`config.mk`:
```
export PLATFORM = sky130hd
export DESIGN_NAME = fp_mul_iter
export DESIGN_NICKNAME = d
export VERILOG_FILES = /design/src/rtl/fp_mul_iter.sv
export SDC_FILE = /design/constraint.sdc
export NUM_CORES = 1
export LEC_CHECK = 0
export CORE_MARGIN = 2
export CORE_UTILIZATION = 45
export CTS_BUF_LIST = sky130_fd_sc_hd__clkbuf_8
export DETAILED_ROUTE_END_ITERATION = 12
export GPL_TIMING_DRIVEN = 0
export PLACE_DENSITY = 0.7
export SYNTH_ARGS = -nofsm -noshare
export SYNTH_HDL_FRONTEND = slang
export SYNTH_SLANG_ARGS = --single-unit
```
`constraint.sdc`:
```
create_clock -name clock -period 4.8 [get_ports clock]
set_input_delay 0.72 -clock clock [delete_from_list [all_inputs] [get_ports clock]]
set_output_delay 0.72 -clock clock [all_outputs]
set_load 0.01 [all_outputs]
```
`src/rtl/fp_mul_iter.sv`:
```
// Multi-cycle FP16 (1/5/10) multiplier: shift-add mantissa product, BITS_PER_CYCLE
// multiplier bits per cycle, truncating normalise, flush-to-zero and saturate-to-inf.
module fp_mul_iter #(
    parameter int unsigned BITS_PER_CYCLE = 1
) (
    input  logic        clock,
    input  logic        reset,
    input  logic        in_valid,
    output logic        in_ready,
    input  logic [15:0] opA,
    input  logic [15:0] opB,
    output logic        out_valid,
    input  logic        out_ready,
    output logic [15:0] product,
    output logic        busy
);
    localparam int unsigned MW  = 11;
    localparam int unsigned PW  = 22;
    localparam int unsigned B   = BITS_PER_CYCLE;
    localparam int unsigned N   = (MW + B - 1) / B;
    localparam int unsigned MBW = N * B;
    localparam int unsigned CW  = (N > 1) ? $clog2(N) : 1;

    typedef enum logic [1:0] {S_IDLE, S_MUL, S_DONE} state_t;

    state_t           r_state;
    state_t           w_state_next;
    logic             r_sign;
    logic [5:0]       r_esum;
    logic [PW-1:0]    r_ma_sh;
    logic [MBW-1:0]   r_mb;
    logic [PW-1:0]    r_acc;
    logic [CW-1:0]    r_cnt;
    logic [15:0]      r_product;
    logic             r_out_valid;
    logic             r_in_ready;
    logic             r_busy;

    logic             w_zero_in;
    logic             w_last;
    logic [PW-1:0]    w_pp;
    logic [PW-1:0]    w_sum;
    logic             w_norm_hi;
    logic [9:0]       w_mant;
    logic [6:0]       w_esum;
    logic [15:0]      w_prod_mul;
    logic             w_in_ready_next;
    logic             w_busy_next;
    logic             w_out_valid_next;

    assign w_zero_in = (opA[14:0] == 15'd0) || (opB[14:0] == 15'd0);
    assign w_last    = (r_cnt == CW'(N - 1));

    always_ff @(posedge clock) begin
        if (reset) r_state <= S_IDLE;
        else       r_state <= w_state_next;
    end

    always_comb begin
        w_state_next = r_state;
        case (r_state)
            S_IDLE:  if (in_valid)  w_state_next = w_zero_in ? S_DONE : S_MUL;
            S_MUL:   if (w_last)    w_state_next = S_DONE;
            S_DONE:  if (out_ready) w_state_next = S_IDLE;
            default:                w_state_next = S_IDLE;
        endcase
    end

    // Handshake flags are registered from the next state so they track r_state exactly.
    always_comb begin
        w_in_ready_next  = (w_state_next == S_IDLE);
        w_busy_next      = (w_state_next != S_IDLE);
        w_out_valid_next = (w_state_next == S_DONE);
    end

    // Partial product of the next multiplier slice; arithmetic mod 2^22 is exact
    // because every partial sum is bounded by the final 22-bit product.
    always_comb begin
        w_pp       = PW'(r_ma_sh * PW'(r_mb[B-1:0]));
        w_sum      = r_acc + w_pp;
        w_norm_hi  = w_sum[21];
        w_mant     = w_norm_hi ? w_sum[20:11] : w_sum[19:10];
        w_esum     = 7'(r_esum) + 7'(w_norm_hi);
        if (w_esum <= 7'd15)
            w_prod_mul = {r_sign, 15'd0};
        else if (w_esum >= 7'd46)
            w_prod_mul = {r_sign, 5'h1F, 10'd0};
        else
            w_prod_mul = {r_sign, 5'(w_esum - 7'd15), w_mant};
    end

    always_ff @(posedge clock) begin
        if (reset) begin
            r_in_ready  <= 1'b1;
            r_busy      <= 1'b0;
            r_out_valid <= 1'b0;
            r_product   <= 16'h0000;
            r_sign      <= 1'b0;
            r_esum      <= 6'd0;
            r_ma_sh     <= '0;
            r_mb        <= '0;
            r_acc       <= '0;
            r_cnt       <= '0;
        end else begin
            r_in_ready  <= w_in_ready_next;
            r_busy      <= w_busy_next;
            r_out_valid <= w_out_valid_next;
            case (r_state)
                S_IDLE: begin
                    if (in_valid) begin
                        r_sign  <= opA[15] ^ opB[15];
                        r_esum  <= 6'(opA[14:10]) + 6'(opB[14:10]);
                        r_ma_sh <= PW'({1'b1, opA[9:0]});
                        r_mb    <= MBW'({1'b1, opB[9:0]});
                        r_acc   <= '0;
                        r_cnt   <= '0;
                        if (w_zero_in) r_product <= {opA[15] ^ opB[15], 15'd0};
                    end
                end
                S_MUL: begin
                    r_acc   <= w_sum;
                    r_cnt   <= r_cnt + CW'(1);
                    r_ma_sh <= r_ma_sh << B;
                    r_mb    <= r_mb >> B;
                    if (w_last) r_product <= w_prod_mul;
                end
                default: ;
            endcase
        end
    end

    assign in_ready  = r_in_ready;
    assign busy      = r_busy;
    assign out_valid = r_out_valid;
    assign product   = r_product;
endmodule

```
==> key figures <==
Power and ir drop
  – PwrDens: around 250 mW/mm^2
  – Max VDD drop: between 0.1 and 0.15 mV
  – Pwr Total: 1.549 mW
  – Leakage: 2.417 nW

Synthesis
  – Register area share after synthesis: 33.59%
  – Post-synth top area share: 33.59%
  – Ranking of synthesized cells by area: dfxtp_1, ha_1, a21oi_1
  – Post-Syn Area: roughly 0.0052 sq mm
  – Post-synth EDFFs: 0
  – Most frequent cell after synthesis: nand2_1
  – #FFs+latches synth: 87
  – Synth warn: 0
  – Dominant cell type by area after synthesis: dfxtp_1
  – Synth unique cells: 63
  – Synth async-reset ratio: 0%
  – Cell count after synthesis: between 600 and 700
  – Syn Nets: 724
  – Synth cell count leaders: nand2_1, dfxtp_1, a21oi_1, nor2_1, nand3_1
  – Top FF cell, synth: dfxtp_1
  – Syn Area/Cell: 7.928 sq um

Global routing
  – GRT Total Usage: 22.49%
  – Initial antenna violation count: 0
  – First-pass GRT wire length: 22780 um
  – Largest net degree at the start of global routing: 15
  – GR Overflow Total: 0
  – Vias in the first global route: 4725

Critical path
  – CP Capture Type: register
  – CP Buf/Inv Count: 4
  – Worst path max stage delay: between 300 and 400 ps
  – R2R Path Start: r_mb[0]$_SDFFE_PP0P_
  – Critical path's slowest cell: a221oi_2
  – Critical path class: reg -> reg
  – Flop-to-flop setup slack: 190 ps
  – Worst-path fanout max: 10
  – CP startpoint kind: register
  – CP Data Required Time: 5070 ps
  – Reg2reg path depth: 20
  – CP dominant cell by count: o31ai_4
  – Critical Path AT: slightly below 5000 ps
  – CP Cell Sequence: clkbuf_4 > and2_1 > ha_1 > buf_6 > a21o_1 > a221oi_2 > o21ai_4 > o31ai_4 > xnor2_4 > inv_4 > ha_2 > ha_4 > buf_2 > and3_1 > nand3_1 > o21a_1 > o31ai_4 > and4bb_2 > nor3b_2 > a211o_1
  – End of the worst register-to-register path: product[3]$_SDFFE_PP0P_
  – Cell family with most CP delay: compound AO/OA/AOI/OAI gates

STA
  – Max-slew violations: 0
  – Slew headroom: 21.62%
  – Crit path time final: 4611 ps
  – Fin. Hold Viols: 0
  – Fmax: between 0.2 and 0.25 GHz
  – # setup viols final: 0
  – Setup_tns: 0 ps
  – Clock skew: 13.64 ps
  – Fin crit share: between 90% and 100%
  – Worst-Margin Slew: 1172 ps

Die
  – Die area: 0.01240 sq mm
  – Initial Util: 45.80%
  – Horiz. Die Dim: 111.3 um
  – Standard-cell rows: 39
  – I/O pin count: 55
  – Die height: 111.3 um
  – Core footprint: approximately 0.011 sq mm

Detailed routing
  – Via count: between 4000 and 5000
  – DRC Markers: 0
  – DRT iter0 DRCs: 305
  – Post-route antenna net violation count: 0
  – TritonRoute pass-1 iters: 5
  – Via density: 5.706
  – Routed length per instance: between 15 and 20 um
  – WL final: between 10000 and 15000 um

Layout
  – Nets: 793
  – Layout cells sized above 1: 6.868%
  – # diodes: 0
  – Cell Count, Final, Fillers Out: 871
  – Syn-to-layout area delta: 19.86%

Run
  – Max-cap violations: 0

Clocking
  – Skew-Pair Late Insertion Delay: 380 ps
  – Clk buf depth: 2
  – Clk slew on worst S/H paths: 90 ps
  – H-tree levels: 3
  – Clk root buf: clkbuf_8
  – CTS tree: yes
  – Cts hold-fix bufs: 0
  – Clock buffer count from CTS: 9
  – Clock Sinks: 87

Min path
  – Hold WC Path Type: reg -> reg
  – Hold endpoint: product[7]$_SDFFE_PP0P_
  – Min-delay src: product[7]$_SDFFE_PP0P_
  – Hold path depth: 2

Placement
  – DP HPWL: slightly above 10000 um
  – Placed cell count: 851
  – GP Congestion: a little over 0.9
  – PortBufs: 54

Outcome
  – Status: completed
==> state kept, by name, summed over array words and instances (netlist names), 2 cells and up <==
name and count:
r_acc 22, product 16, r_esum 6, r_cnt 4, r_ma_sh 22, r_state 2
r_mb 11
==> power by group <==
group | internal [mW] | switching (mW) | total, mW
sequential | 0.747 | 0.0200 | 0.767
combinational | 0.0879 | 0.131 | 0.219
clock | 0.289 | 0.273 | 0.562
==> kinds of logic after synthesis <==
group | Yosys count | share of synthesized area (%)
AND/OR/NAND/NOR | 262 | 23.87
buffers and inverters | 55 | 4.585
AO/OA/AOI/OAI | 187 | 24.15
XOR/XNOR | 27 | 4.923
flip-flops | 87 | 33.59
multiplexers | 2 | 0.3861
adder cells (fa/ha/maj) | 34 | 8.494
==> stage by stage <==
stage               util, %  setup WS, ps  hold WS [ps]  cell area (sq um)
floorplan                 -         536.7         436.7               5185
global placement      52.16        -132.9         439.5               5904
detailed placement    52.16        -136.8         450.6               5904
CTS                   54.32        0.4525         461.7               6150
global route          54.90        -9.792         491.4               6215
finish                54.90         189.4         458.5               6215
==> what timing repair did <==
item,CTS,global route
resized for setup,7,11
pin swaps,4,6
setup buffers,0,4
endpoints found under the setup margin,10,15
==> layer usage <==
metal  up-vias  track usage, %  wire length (um)
li1       2469               -                 -
met1      2352           30.01              6451
met2       120           36.30              6338
met3        29           3.484               606
met4         0           9.794               393
met5         -               0                 0
==> worst max path at each step <==
stage                     slack (ps)            startpoint                       to  cells after the start
final                            190  r_mb[0]$_SDFFE_PP0P_  product[3]$_SDFFE_PP0P_                     20
after global routing             -10  r_mb[0]$_SDFFE_PP0P_  product[3]$_SDFFE_PP0P_                     20
after CTS                        0.5  r_mb[0]$_SDFFE_PP0P_  product[3]$_SDFFE_PP0P_                     20
after detailed placement        -140  r_mb[0]$_SDFFE_PP0P_  product[3]$_SDFFE_PP0P_                     18
after global placement          -130  r_mb[0]$_SDFFE_PP0P_  product[2]$_SDFFE_PP0P_                     19
after floorplan                  540  r_mb[0]$_SDFFE_PP0P_  product[3]$_SDFFE_PP0P_                     18
==> final cells by class <==
cell class / count / area, sq um
fillers: 1064 / 5106
multi-input cells: 512 / 3261
flip-flops and latches: 87 / 1743
repair buffers: 58 / 570.5
plain buffers: 41 / 192.7
well taps: 143 / 178.9
clock buffers: 9 / 123.9
clock inverters: 7 / 90.09
inverters: 14 / 55.05
==> worst min-delay path: stages (launching register included) <==
cell and delay, ps:
dfxtp_1 310, nand2_1 50, o21ai_1 50
==> placed cells by master (no fill, tap or decap), types with 6 or more instances in the layout <==
| cell | n |
|---|---|
| clkbuf_1 | 24 |
| nand3_1 | 35 |
| o21ai_0 | 14 |
| a21oi_1 | 76 |
| o211ai_1 | 6 |
| nand2_1 | 90 |
| xnor2_1 | 17 |
| nor2_1 | 58 |
| ha_1 | 29 |
| clkdlybuf4s50_1 | 54 |
| buf_1 | 7 |
| clkbuf_8 | 9 |
| xor2_1 | 9 |
| a211oi_1 | 7 |
| nor4_1 | 9 |
| a311oi_1 | 10 |
| and2_1 | 28 |
| nor2b_1 | 7 |
| nor3_1 | 10 |
| a22oi_1 | 18 |
| inv_1 | 15 |
| a21o_1 | 13 |
| dfxtp_1 | 86 |
Power figures use the tool's default switching activity.
